--- src/rtl/a2f_pkt_scheduler.sv ---
// a2f_pkt_scheduler: shares the A2F FIFO between the IQ sample stream and the
// control-response channel. Each grant emits one framed packet: a header word
// {type, seq, len} followed by a fixed-length payload. Packets never interleave.
module a2f_pkt_scheduler #(
    parameter int unsigned DATA_WIDTH = 32,
    parameter int unsigned BURST_LEN  = 256,
    parameter int unsigned RSP_LEN    = 4
) (
    input  logic                  clk,
    input  logic                  reset_n,
    input  logic                  enable,
    input  logic                  smp_avail,
    input  logic [DATA_WIDTH-1:0] smp_data,
    input  logic                  smp_valid,
    output logic                  smp_ready,
    input  logic                  rsp_pending,
    input  logic [DATA_WIDTH-1:0] rsp_data,
    input  logic                  rsp_valid,
    input  logic                  rsp_last,
    output logic                  rsp_ready,
    input  logic                  fifo_full,
    output logic                  fifo_wr,
    output logic [DATA_WIDTH-1:0] fifo_wdata,
    output logic                  busy,
    output logic                  rsp_err,
    output logic [11:0]           pkt_seq
);

    localparam logic [2:0] ST_IDLE = 3'd0;
    localparam logic [2:0] ST_HDR  = 3'd1;
    localparam logic [2:0] ST_SMP  = 3'd2;
    localparam logic [2:0] ST_RSP  = 3'd3;
    localparam logic [2:0] ST_PAD  = 3'd4;

    localparam logic GNT_SMP = 1'b0;
    localparam logic GNT_RSP = 1'b1;

    localparam logic [15:0] BURST_W = 16'(BURST_LEN);
    localparam logic [15:0] RSP_W   = 16'(RSP_LEN);

    logic [2:0]  state;
    logic [15:0] cnt;
    logic        last_grant;
    logic [11:0] seq;
    logic        err;

    logic        grant_any;
    logic        grant_rsp;
    logic [31:0] hdr_word;

    // Arbitration: a lone requester wins; with both present, alternate
    // against whoever was granted last.
    assign grant_any = enable & (smp_avail | rsp_pending);
    assign grant_rsp = rsp_pending & (~smp_avail | (last_grant == GNT_SMP));

    assign hdr_word = {(last_grant == GNT_RSP) ? 4'h2 : 4'h1, seq,
                       (last_grant == GNT_RSP) ? RSP_W : BURST_W};

    assign busy    = (state != ST_IDLE);
    assign rsp_err = err;
    assign pkt_seq = seq;

    // Write-side outputs decoded from the current state; source handshakes
    // only fire together with an accepted FIFO write.
    always_comb begin
        fifo_wr    = 1'b0;
        fifo_wdata = '0;
        smp_ready  = 1'b0;
        rsp_ready  = 1'b0;
        case (state)
            ST_HDR: begin
                fifo_wr    = ~fifo_full;
                fifo_wdata = DATA_WIDTH'(hdr_word);
            end
            ST_SMP: begin
                fifo_wr    = smp_valid & ~fifo_full;
                fifo_wdata = smp_data;
                smp_ready  = smp_valid & ~fifo_full;
            end
            ST_RSP: begin
                fifo_wr    = rsp_valid & ~fifo_full;
                fifo_wdata = rsp_data;
                rsp_ready  = rsp_valid & ~fifo_full;
            end
            ST_PAD: begin
                fifo_wr    = ~fifo_full;
            end
            default: ;
        endcase
    end

    // Packet FSM, payload word counter, sequence number and sticky framing error.
    always_ff @(posedge clk) begin
        if (!reset_n) begin
            state      <= ST_IDLE;
            cnt        <= '0;
            last_grant <= GNT_SMP;
            seq        <= '0;
            err        <= 1'b0;
        end else begin
            case (state)
                ST_IDLE: begin
                    if (grant_any) begin
                        last_grant <= grant_rsp ? GNT_RSP : GNT_SMP;
                        state      <= ST_HDR;
                    end
                end
                ST_HDR: begin
                    if (fifo_wr) begin
                        seq   <= seq + 12'd1;
                        cnt   <= '0;
                        state <= (last_grant == GNT_RSP) ? ST_RSP : ST_SMP;
                    end
                end
                ST_SMP: begin
                    if (fifo_wr) begin
                        if (cnt == BURST_W - 16'd1) begin
                            cnt   <= '0;
                            state <= ST_IDLE;
                        end else begin
                            cnt <= cnt + 16'd1;
                        end
                    end
                end
                ST_RSP: begin
                    if (fifo_wr) begin
                        if (cnt == RSP_W - 16'd1) begin
                            // Missing last marker: close anyway; the source's
                            // leftover words become a later packet.
                            if (!rsp_last) err <= 1'b1;
                            cnt   <= '0;
                            state <= ST_IDLE;
                        end else if (rsp_last) begin
                            // Short response: zero-fill to the advertised length.
                            err   <= 1'b1;
                            cnt   <= cnt + 16'd1;
                            state <= ST_PAD;
                        end else begin
                            cnt <= cnt + 16'd1;
                        end
                    end
                end
                ST_PAD: begin
                    if (fifo_wr) begin
                        if (cnt == RSP_W - 16'd1) begin
                            cnt   <= '0;
                            state <= ST_IDLE;
                        end else begin
                            cnt <= cnt + 16'd1;
                        end
                    end
                end
                default: state <= ST_IDLE;
            endcase
        end
    end

endmodule

--- config.mk ---
export PLATFORM = sky130hd
export DESIGN_NAME = a2f_pkt_scheduler
export DESIGN_NICKNAME = d
export VERILOG_FILES = /design/src/rtl/a2f_pkt_scheduler.sv
export SDC_FILE = /design/constraint.sdc
export NUM_CORES = 1
export LEC_CHECK = 0
export CORE_UTILIZATION = 36
export CTS_CLUSTER_DIAMETER = 80
export DETAILED_ROUTE_END_ITERATION = 10
export GPL_ROUTABILITY_DRIVEN = 0
export HOLD_SLACK_MARGIN = 0.02
export PLACE_DENSITY = 0.77
export SETUP_SLACK_MARGIN = 0.02
export SKIP_LAST_GASP = 1
export SLEW_MARGIN = 20
export SYNTH_ARGS = -nofsm -noshare
export SYNTH_HDL_FRONTEND = slang
export SYNTH_SLANG_ARGS = --single-unit
--- constraint.sdc ---
create_clock -name clk -period 2 [get_ports clk]
set_input_delay 0.2 -clock clk [delete_from_list [all_inputs] [get_ports clk]]
set_output_delay 0.2 -clock clk [all_outputs]
set_load 0.02 [all_outputs]
Yosys cells after proc, flatten, opt, wreduce, memory -nomap -nowiden
Index checks and enable logic that the tools add are counted.

Bits in registers: 33.

$add $sub $neg: 2. Eq/ne operators: 16. Multiplexer cells: 27. Bitwise logic cells: 9. Reductions and logical operators: 11.

Operators with widths (number): $pmux W32 S3 (1); $mux W16 (5); $pmux W16 S3 (1); $mux W3 (9); $add A16 B1 Y16 const B (1); $eq A16 B2 Y1 const B (1); $eq A16 B8 Y1 const B (1); $ne A2 B2 Y1 const B (8); $pmux W3 S5 (1); $add A12 B1 Y12 const B (1); $mux W9 (1); $reduce_and A4 Y1 (2); $reduce_and A8 Y1 (1); $mux W1 (7); $eq A3 B2 Y1 const B (2); $reduce_bool A3 Y1 (2); $and A1 B1 Y1 (4); $reduce_and A2 Y1 (2); $reduce_or A2 Y1 (2); $eq A3 B1 Y1 const B (1); $eq A3 B3 Y1 const B (1); $logic_not A3 Y1 (1); $ne A3 B3 Y1 const B (1); $not A1 Y1 (3); 5 further kinds (6).

Depth between registers and ports, before layout
Gate-level depths: netlist of the first run.

Word-level depth: 5. Mapped depth: 9. Gate-level depth less buffers: 9.

Worst setup path after synthesis of the first run
No wires, ideal clock.

Path type: register to register. Start point: reg cnt[0]. End point: reg state[0]. Data arrival time: 1885 ps. Data required time: 1928 ps. Path slack: 44 ps. Stages on the path, launching flop included: 10. Buffers on the path: 0. Clock period less this slack: 1956 ps. Cells stage by stage: dfxtp_1 > ha_1 > nor4b_1 > nand4_1 > ha_1 > nand2b_1 > nand3_1 > a31oi_1 > a211oi_1 > mux2i_1.

Cells in the longest elaborated chain, start to end: 4. Elaborated cells between the ends (all ways): 9. Those cells by class: eq/ne (5); mux (3); reduce/logical (1).

Ends and longest elaborated chain: from (decl) (line 42) `logic [15:0] cnt;`; from (signal assigned) (line 121) `cnt <= cnt + 16'd1;`; from (signal assigned) (line 136) `cnt <= cnt + 16'd1;`; from (signal assigned) (line 139) `cnt <= cnt + 16'd1;`; $eq A16 B2 Y1 (line 127, 145); $mux W3 (line 127) `if (cnt == RSP_W - 16'd1) begin`; $mux W3 (line 126) `if (fifo_wr) begin`; $pmux W3 S5 (line 101) `case (state)`; to (signal assigned) (line 112) `state <= (last_grant == GNT_RSP) ? ST_RSP : ST_SMP;`; to (decl) (line 41) `logic [2:0] state;`.

Parallel ways exist; a longest one is shown, timed or not. The select of a mux whose other input is x is not followed. A chain may end at the register's enable or synchronous reset.

Worst setup path after layout of the first run
Start point: reg cnt[1]. End point: reg state[0].

The elaborated chain is that of the path after synthesis.

==> results of run 1 <==
worst min-delay path, cell delays in order, from the launching register on:
cell and delay, ns:
dfxtp_1 0.33, a31oi_1 0.04, nor2b_1 0.09
routing by layer:
layer  up-vias  global-route usage [%]  part of all wire, %
li1       1354                       -                    -
met1      1270                   25.27                   43
met2        55                   37.95                   51
met3         8                   3.846                  4.4
met4         0                   7.241                  1.3
met5         -                       0                    0
registers in the layout (all words and copies together) (netlist names):
name and flops:
cnt 16, rsp_err 1, state 3, last_grant 1, pkt_seq 12
area by class of cell:
| cell class | count | area [µm²] | share of cell area [%] |
|---|---|---|---|
| clock buffers | 6 | 72.57 | 1.776 |
| clock inverters | 2 | 10.01 | 0.2450 |
| inverters | 5 | 18.77 | 0.4594 |
| multi-input cells | 232 | 1679 | 41.10 |
| flip-flops and latches | 33 | 674.4 | 16.51 |
| well taps | 77 | 96.34 | 2.358 |
| repair buffers | 164 | 1534 | 37.55 |
power by group through the flow:
stage	registers [mW]	logic, mW	clock network (mW)
floorplan	0.727	0.724	0
global placement	0.742	1.30	0
detailed placement	0.746	1.33	0
CTS	0.739	1.25	0.506
global route	0.756	1.40	0.539
finish	0.748	1.31	0.494
layout by cell type (no fill, tap or decap), types with 4 or more instances in the layout:
master	count
xnor2_1	21
clkdlybuf4s50_1	85
dlygate4sd2_1	31
o21ai_0	6
clkdlybuf4s15_1	4
clkbuf_8	5
nor2_1	36
buf_4	37
a21oi_1	4
and4_1	4
mux2_2	11
a22oi_1	17
nor2b_1	4
nand4_1	7
dfxtp_2	5
a22o_1	16
dfxtp_1	26
and3_1	4
nand3_1	8
inv_1	4
and2_1	16
nand2_1	19
nor3_1	7
stage by stage:
step / utilization (%) / area (µm²)
detailed placement: 61.43 / 3879
global route: 64.70 / 4085
CTS: 62.70 / 3959
global placement: 61.43 / 3879
floorplan: - / 2341
finish: 64.70 / 4085
cell families (layout without fill, tap and decap cells):
family,after synthesis,count (layout),share of synthesized area (%)
AOI/OAI and AO/OA,59,59,18.87
xor gates and xnor gates,23,23,8.605
adders and majority gates,3,3,1.604
buffers and inverters,27,177,4.863
DFF,33,33,28.22
muxes,13,13,6.147
and+or+nand+nor,134,134,31.69
path summary, 6_finish.rpt:
| path | to | depth (start not counted) | start |
|---|---|---|---|
| hold / removal | rsp_err$_SDFFE_PN0P_ | 2 | rsp_err$_SDFFE_PN0P_ |
| setup reg to reg | state[0]$_SDFFE_PN0P_ | 10 | cnt[1]$_SDFFE_PN0P_ |
| hold reg to reg | rsp_err$_SDFFE_PN0P_ | 2 | rsp_err$_SDFFE_PN0P_ |
| setup / recovery | state[0]$_SDFFE_PN0P_ | 10 | cnt[1]$_SDFFE_PN0P_ |
synth_stat cells, types with 2 or more instances:
| master | instances |
|---|---|
| and4_1 | 4 |
| mux2i_1 | 2 |
| ha_1 | 3 |
| a22oi_1 | 17 |
| and3_1 | 4 |
| buf_4 | 2 |
| nand3_1 | 9 |
| mux2_2 | 11 |
| nor4b_1 | 3 |
| clkbuf_1 | 12 |
| a211oi_1 | 2 |
| inv_1 | 4 |
| nand2_1 | 19 |
| nand4_1 | 7 |
| nor2_1 | 36 |
| nand2b_1 | 3 |
| a21o_1 | 3 |
| nor4_1 | 5 |
| buf_1 | 4 |
| or4_1 | 2 |
| and2_1 | 16 |
| a31oi_1 | 3 |
| a21boi_1 | 2 |
| nor2b_1 | 6 |
| and3b_1 | 2 |
| a2bb2oi_1 | 2 |
| o21ai_0 | 7 |
| dfxtp_1 | 33 |
| xnor2_1 | 21 |
| xor2_1 | 2 |
| nor3_1 | 7 |
| a21oi_1 | 4 |
| nor3b_1 | 2 |
| a22o_1 | 16 |
| buf_2 | 4 |
what timing repair did:
action	4_1_cts	5_1_grt
gates resized for setup	47	31
setup buffers	1	2
endpoints found under the setup margin	42	24
pin swaps	1	11
==> reports/metrics.yaml, run 1 <==
outcome: "finished, final reports clean"
clock_latency_ns: 0.29
track_usage_pct: 21.23
crit_type: "reg2reg"
p_sw_share_pct: 37.84
wl_per_cell_um: 14.22
grt_pass1_vias: 2480
drive_gt1_share_pct: 20.81
place_worst_setup_slack_ns: -0.1526
cts_num_sinks: 33
die_width_um: 82.64
critPathMaxFanout: 2
io_pins: 122
crit_chain: "ha_4 > nor4b_4 > nand4_1 > ha_2 > nand2b_4 > nand3_2 > a31oi_4 > a211oi_2 > buf_4 > mux2i_1"
numCtsBuffers: 5
htree_levels: 2
ys_seq_elements: 33
power_density_mw_per_mm2: 623.5
dr.first_iter.drc_count: 94
syn_to_final_growth_pct: 74.51
synth_top_area_share_pct: 28.22
num_rows: 29
regToRegSetupSlack_ns: 0.02
synth_top_area_cell: "dfxtp_1"
dr.pass1.iters: 5
synthCells: 292
yosysUniqueCellTypes: 48
cp_top_family: "simple AND/OR/NAND/NOR gates"
drcViolationCount: 0
grt_max_degree: 22
tns_ns: 0
crit_path_start_kind: "flip-flop"
synth-seq-area-share_pct: 28.22
finalHoldViolCount: 0
cp-end-kind: "flip-flop"
worstMarginPinSlew_ns: 0.4968
antenna_found_initial: 0
setup_viol: 0
synth_edf_count: 0
finalPower_mw: 2.547
fmax_ghz: 0.5049
finClkSkew_ns: 0.002234
grt_pass1_wl_mm: 11.09
ir_drop_mv: 0.4459
synth.area.top_cells: "dfxtp_1 28%, xnor2_1 7.9%, a22o_1 6.0%, nor2_1 5.8%, a22oi_1 5.5%"
dp.final_hpwl_mm: 5.623
min_path_type: "reg2reg"
max_slew_margin_pct: 66.60
critPathBufInv: 1
crit_path_max_incr_delay_ns: 0.36
synthFlopType: "dfxtp_1"
crit_required_ns: 2.22
drv_slew: 0
fill_cells: 537
synth_fp_nets: 368
grt_remaining_overflow: 0
fp.dieArea_mm2: 0.006829
clkPwrFrac_pct: 19.4
clock-root-buffer: "clkbuf_8"
via_per_inst: 5.177
max_cap_viol_count: 0
comb_power_share_pct: 51.2
p_seq_share_pct: 29.4
rsz0062_at_grt: "true"
clock_path_buffers: 2
p_sw_mw: 0.9638
postCtsHoldBufs: 0
async_flop_share_pct: 0
syn_area_mm2: 0.002341
hold_ws_ns: 0.4992
core_mm2: 0.006314
fin_nets: 517
yosys_warnings: 0
drt-total-wl_mm: 7.381
worst_slack_ns: 0.01954
num_antenna_cells: 0
fin_crit_sh_pct: 99.02
cts_tree: "done"
cts.clk_slew.worst_paths_ns: 0.07
min_period_ns: 1.980
start_util_pct: 37.08
intPower_mw: 1.583
chipHeight_um: 82.64
slowest_stage: "dfxtp_2"
ant_nets: 0
portBuffers: 121
final_cells: 519
placedCellCount: 508
arrival_ns: 2.20
total_leakage_power_nw: 1.719
num_vias: 2687
avgSynthCellArea_um2: 8.017
Power figures use the tool's default switching activity.
==> run 2, diff against run 1 <==
- SLEW_MARGIN: 20 -> 10
==> results of run 2 <==
No change in the layout: final DEF, timing and power equal those of run 1.
==> run 3, diff against run 2 <==
- CELL_PAD_IN_SITES_DETAIL_PLACEMENT: not set -> 1
- CELL_PAD_IN_SITES_GLOBAL_PLACEMENT: not set -> 1
- CORE_UTILIZATION: 36 -> 25
- PLACE_DENSITY: 0.77 -> not set
- PLACE_DENSITY_LB_ADDON: not set -> 0.1
==> run 3 against run 2 <==
  * Largest cell class unchanged
  * Worst hold slack got worse by 0.0068 ns
  * Combinational power rose by 12%
  * Sequential share of layout area fell by 0.60 points
  * Wire length rose by 25%
  * Utilization fell by 17 points
  * Highest routed layer unchanged
  * Sequential power fell by 0.9%
  * Via count rose by 4.2%
  * The run now ends with setup timing left
  * Clock power rose by 35%
  * Die area rose by 43%
==> reports/metrics.yaml, run 3 (synthesized netlist as in run 1, its figures left out) <==
slowest_stage: "dfxtp_2"
fin_nets: 529
drcViolationCount: 0
finalHoldViolCount: 0
die_width_um: 98.77
regToRegSetupSlack_ns: -0.11
ir_drop_mv: 0.2725
r2r_end: "state[0]$_SDFFE_PN0P_"
placedCellCount: 547
core_mm2: 0.008891
drive_gt1_share_pct: 24.89
numCtsBuffers: 5
crit_type: "reg2reg"
io_pins: 122
cts_tree: "done"
grt_pass1_wl_mm: 14.55
htree_levels: 2
fp.dieArea_mm2: 0.009755
cts_num_sinks: 33
reg2regPathDepth: 10
clock_latency_ns: 0.29
hold_depth: 2
crit_path_start_kind: "flip-flop"
power_density_mw_per_mm2: 680.8
cp-end-kind: "flip-flop"
fin_crit_sh_pct: 105.5
rr_startpoint: "cnt[11]$_SDFFE_PN0P_"
crit_required_ns: 2.21
ant_nets: 0
grt_max_degree: 22
clkPwrFrac_pct: 23.2
dr.pass1.iters: 4
crit_path_max_incr_delay_ns: 0.33
cts.clk_slew.worst_paths_ns: 0.07
met3_usage_pct: 2.553
cp_top_family: "simple AND/OR/NAND/NOR gates"
outcome: "complete, but fails checks"
min_period_ns: 2.111
num_vias: 2799
postCtsHoldBufs: 0
p_sw_share_pct: 36.37
track_usage_pct: 18.52
wl_per_cell_um: 16.37
dr.first_iter.drc_count: 56
max_cap_viol_count: 0
dp.final_hpwl_mm: 6.836
final_cell_mix: "85 x clkdlybuf4s50_1, 49 x buf_4, 36 x nor2_1, 27 x dfxtp_1, 21 x xnor2_1"
grt_remaining_overflow: 0
grt_util_met1_pct: 24.21
critPathBufInv: 2
via_per_inst: 4.980
num_rows: 34
clock-root-buffer: "clkbuf_8"
regMostFlops: "cnt"
drt-total-wl_mm: 9.201
syn_to_final_growth_pct: 80.76
start_util_pct: 26.33
final_common_cell: "clkdlybuf4s50_1"
max_slew_margin_pct: 69.23
drv_slew: 0
p_sw_mw: 1.048
arrival_ns: 2.32
worst_slack_ns: -0.1108
finClkSkew_ns: 0.009474
whs_endpoint: "rsp_err$_SDFFE_PN0P_"
num_antenna_cells: 0
comb_power_share_pct: 51.1
critPathMaxFanout: 2
rsz0062_at_grt: "true"
busiest_layer: "met2"
total_leakage_power_nw: 1.734
use_met2_pct: 31.95
antenna_found_initial: 0
tns_ns: -0.1278
finalPower_mw: 2.881
intPower_mw: 1.833
holdCritStartpoint: "rsp_err$_SDFFE_PN0P_"
largest_register_ffs: 16
grt_pass1_vias: 2872
p_seq_share_pct: 25.7
crit_chain: "nor4_2 > buf_4 > nand4_1 > ha_2 > nand2b_4 > nand3_4 > a31oi_4 > a211oi_2 > buf_4 > mux2i_2"
chipHeight_um: 98.77
crit_top_cell: "buf_4"
final_cell_area_mm2: 0.004232
min_path_type: "reg2reg"
setup_viol: 3
worstMarginPinSlew_ns: 0.4577
fmax_ghz: 0.4738
clock_path_buffers: 2
violations: "setup timing"
placed_cell_area_mm2: 0.003978
cp.depth: 10
portBuffers: 121
final_cells: 562
## run 3: cell count changes in the layout (fill, tap and decap cells not counted), moves of 2 or more
| cell | delta |
|---|---|
| nor4_4 | -2 |
| nor4_2 | +2 |
| clkinv_2 | -2 |
| buf_4 | +12 |
| dlygate4sd2_1 | -14 |
| clkbuf_2 | +8 |
| clkdlybuf4s15_1 | +5 |
## run 3: per-layer routing
| layer | up-vias | wire, µm |
|---|---|---|
| li1 | 1380 | - |
| met1 | 1351 | 4202 |
| met2 | 58 | 4604 |
| met3 | 10 | 295 |
| met4 | 0 | 99 |
| met5 | - | 0 |
## run 3: worst max path at each step
stage / start / endpoint / slack (ns)
global placement: smp_valid / fifo_wr / -0.13
floorplan: cnt[0]$_SDFFE_PN0P_ / state[0]$_SDFFE_PN0P_ / 0.04
finish: cnt[11]$_SDFFE_PN0P_ / state[0]$_SDFFE_PN0P_ / -0.11
detailed placement: cnt[0]$_SDFFE_PN0P_ / state[0]$_SDFFE_PN0P_ / -0.17
CTS: cnt[0]$_SDFFE_PN0P_ / state[0]$_SDFFE_PN0P_ / -0.01
global route: cnt[11]$_SDFFE_PN0P_ / state[0]$_SDFFE_PN0P_ / -0.24
## run 3: power by group through the flow
stage | sequential (mW) | combinational (mW) | clock [mW]
CTS | 0.736 | 1.35 | 0.686
floorplan | 0.727 | 0.724 | 0
detailed placement | 0.741 | 1.41 | 0
global route | 0.747 | 1.60 | 0.703
global placement | 0.741 | 1.40 | 0
finish | 0.741 | 1.47 | 0.667
## run 3: stage by stage
stage	utilization, %	hold WS, ns	setup slack (ns)
final	47.59	0.4924	-0.1108
after global routing	47.59	0.5205	-0.2386
after CTS	46.45	0.5014	-0.01272
after detailed placement	44.74	0.4848	-0.1691
after global placement	44.74	0.4750	-0.1291
after floorplan	-	0.3487	0.04354
## run 3: final cells by class
class	instances	area [µm²]
Multi-Input combinational cell	233	1692
Sequential cell	33	673.1
Inverter	5	18.77
Tap cell	108	135.1
Clock inverter	1	30.03
Clock buffer	7	86.33
Timing Repair Buffer	175	1597
Fill cell	1075	4659
## run 3: worst register-to-register path: cells and delay by family (launching register included)
family                   cells  cell delay (ns)
buffers and inverters        2             0.30
AO/OA/AOI/OAI                2             0.34
adder cells (fa/ha/maj)      1             0.23
multiplexers                 1             0.20
AND/OR/NAND/NOR              4             0.62
flip-flops                   1             0.33
## run 3: repair_timing
action	CTS	global route
buffers inserted	2	4
pin swaps	4	6
cloned	0	1
resized for setup	60	41
endpoints found under the setup margin	55	37
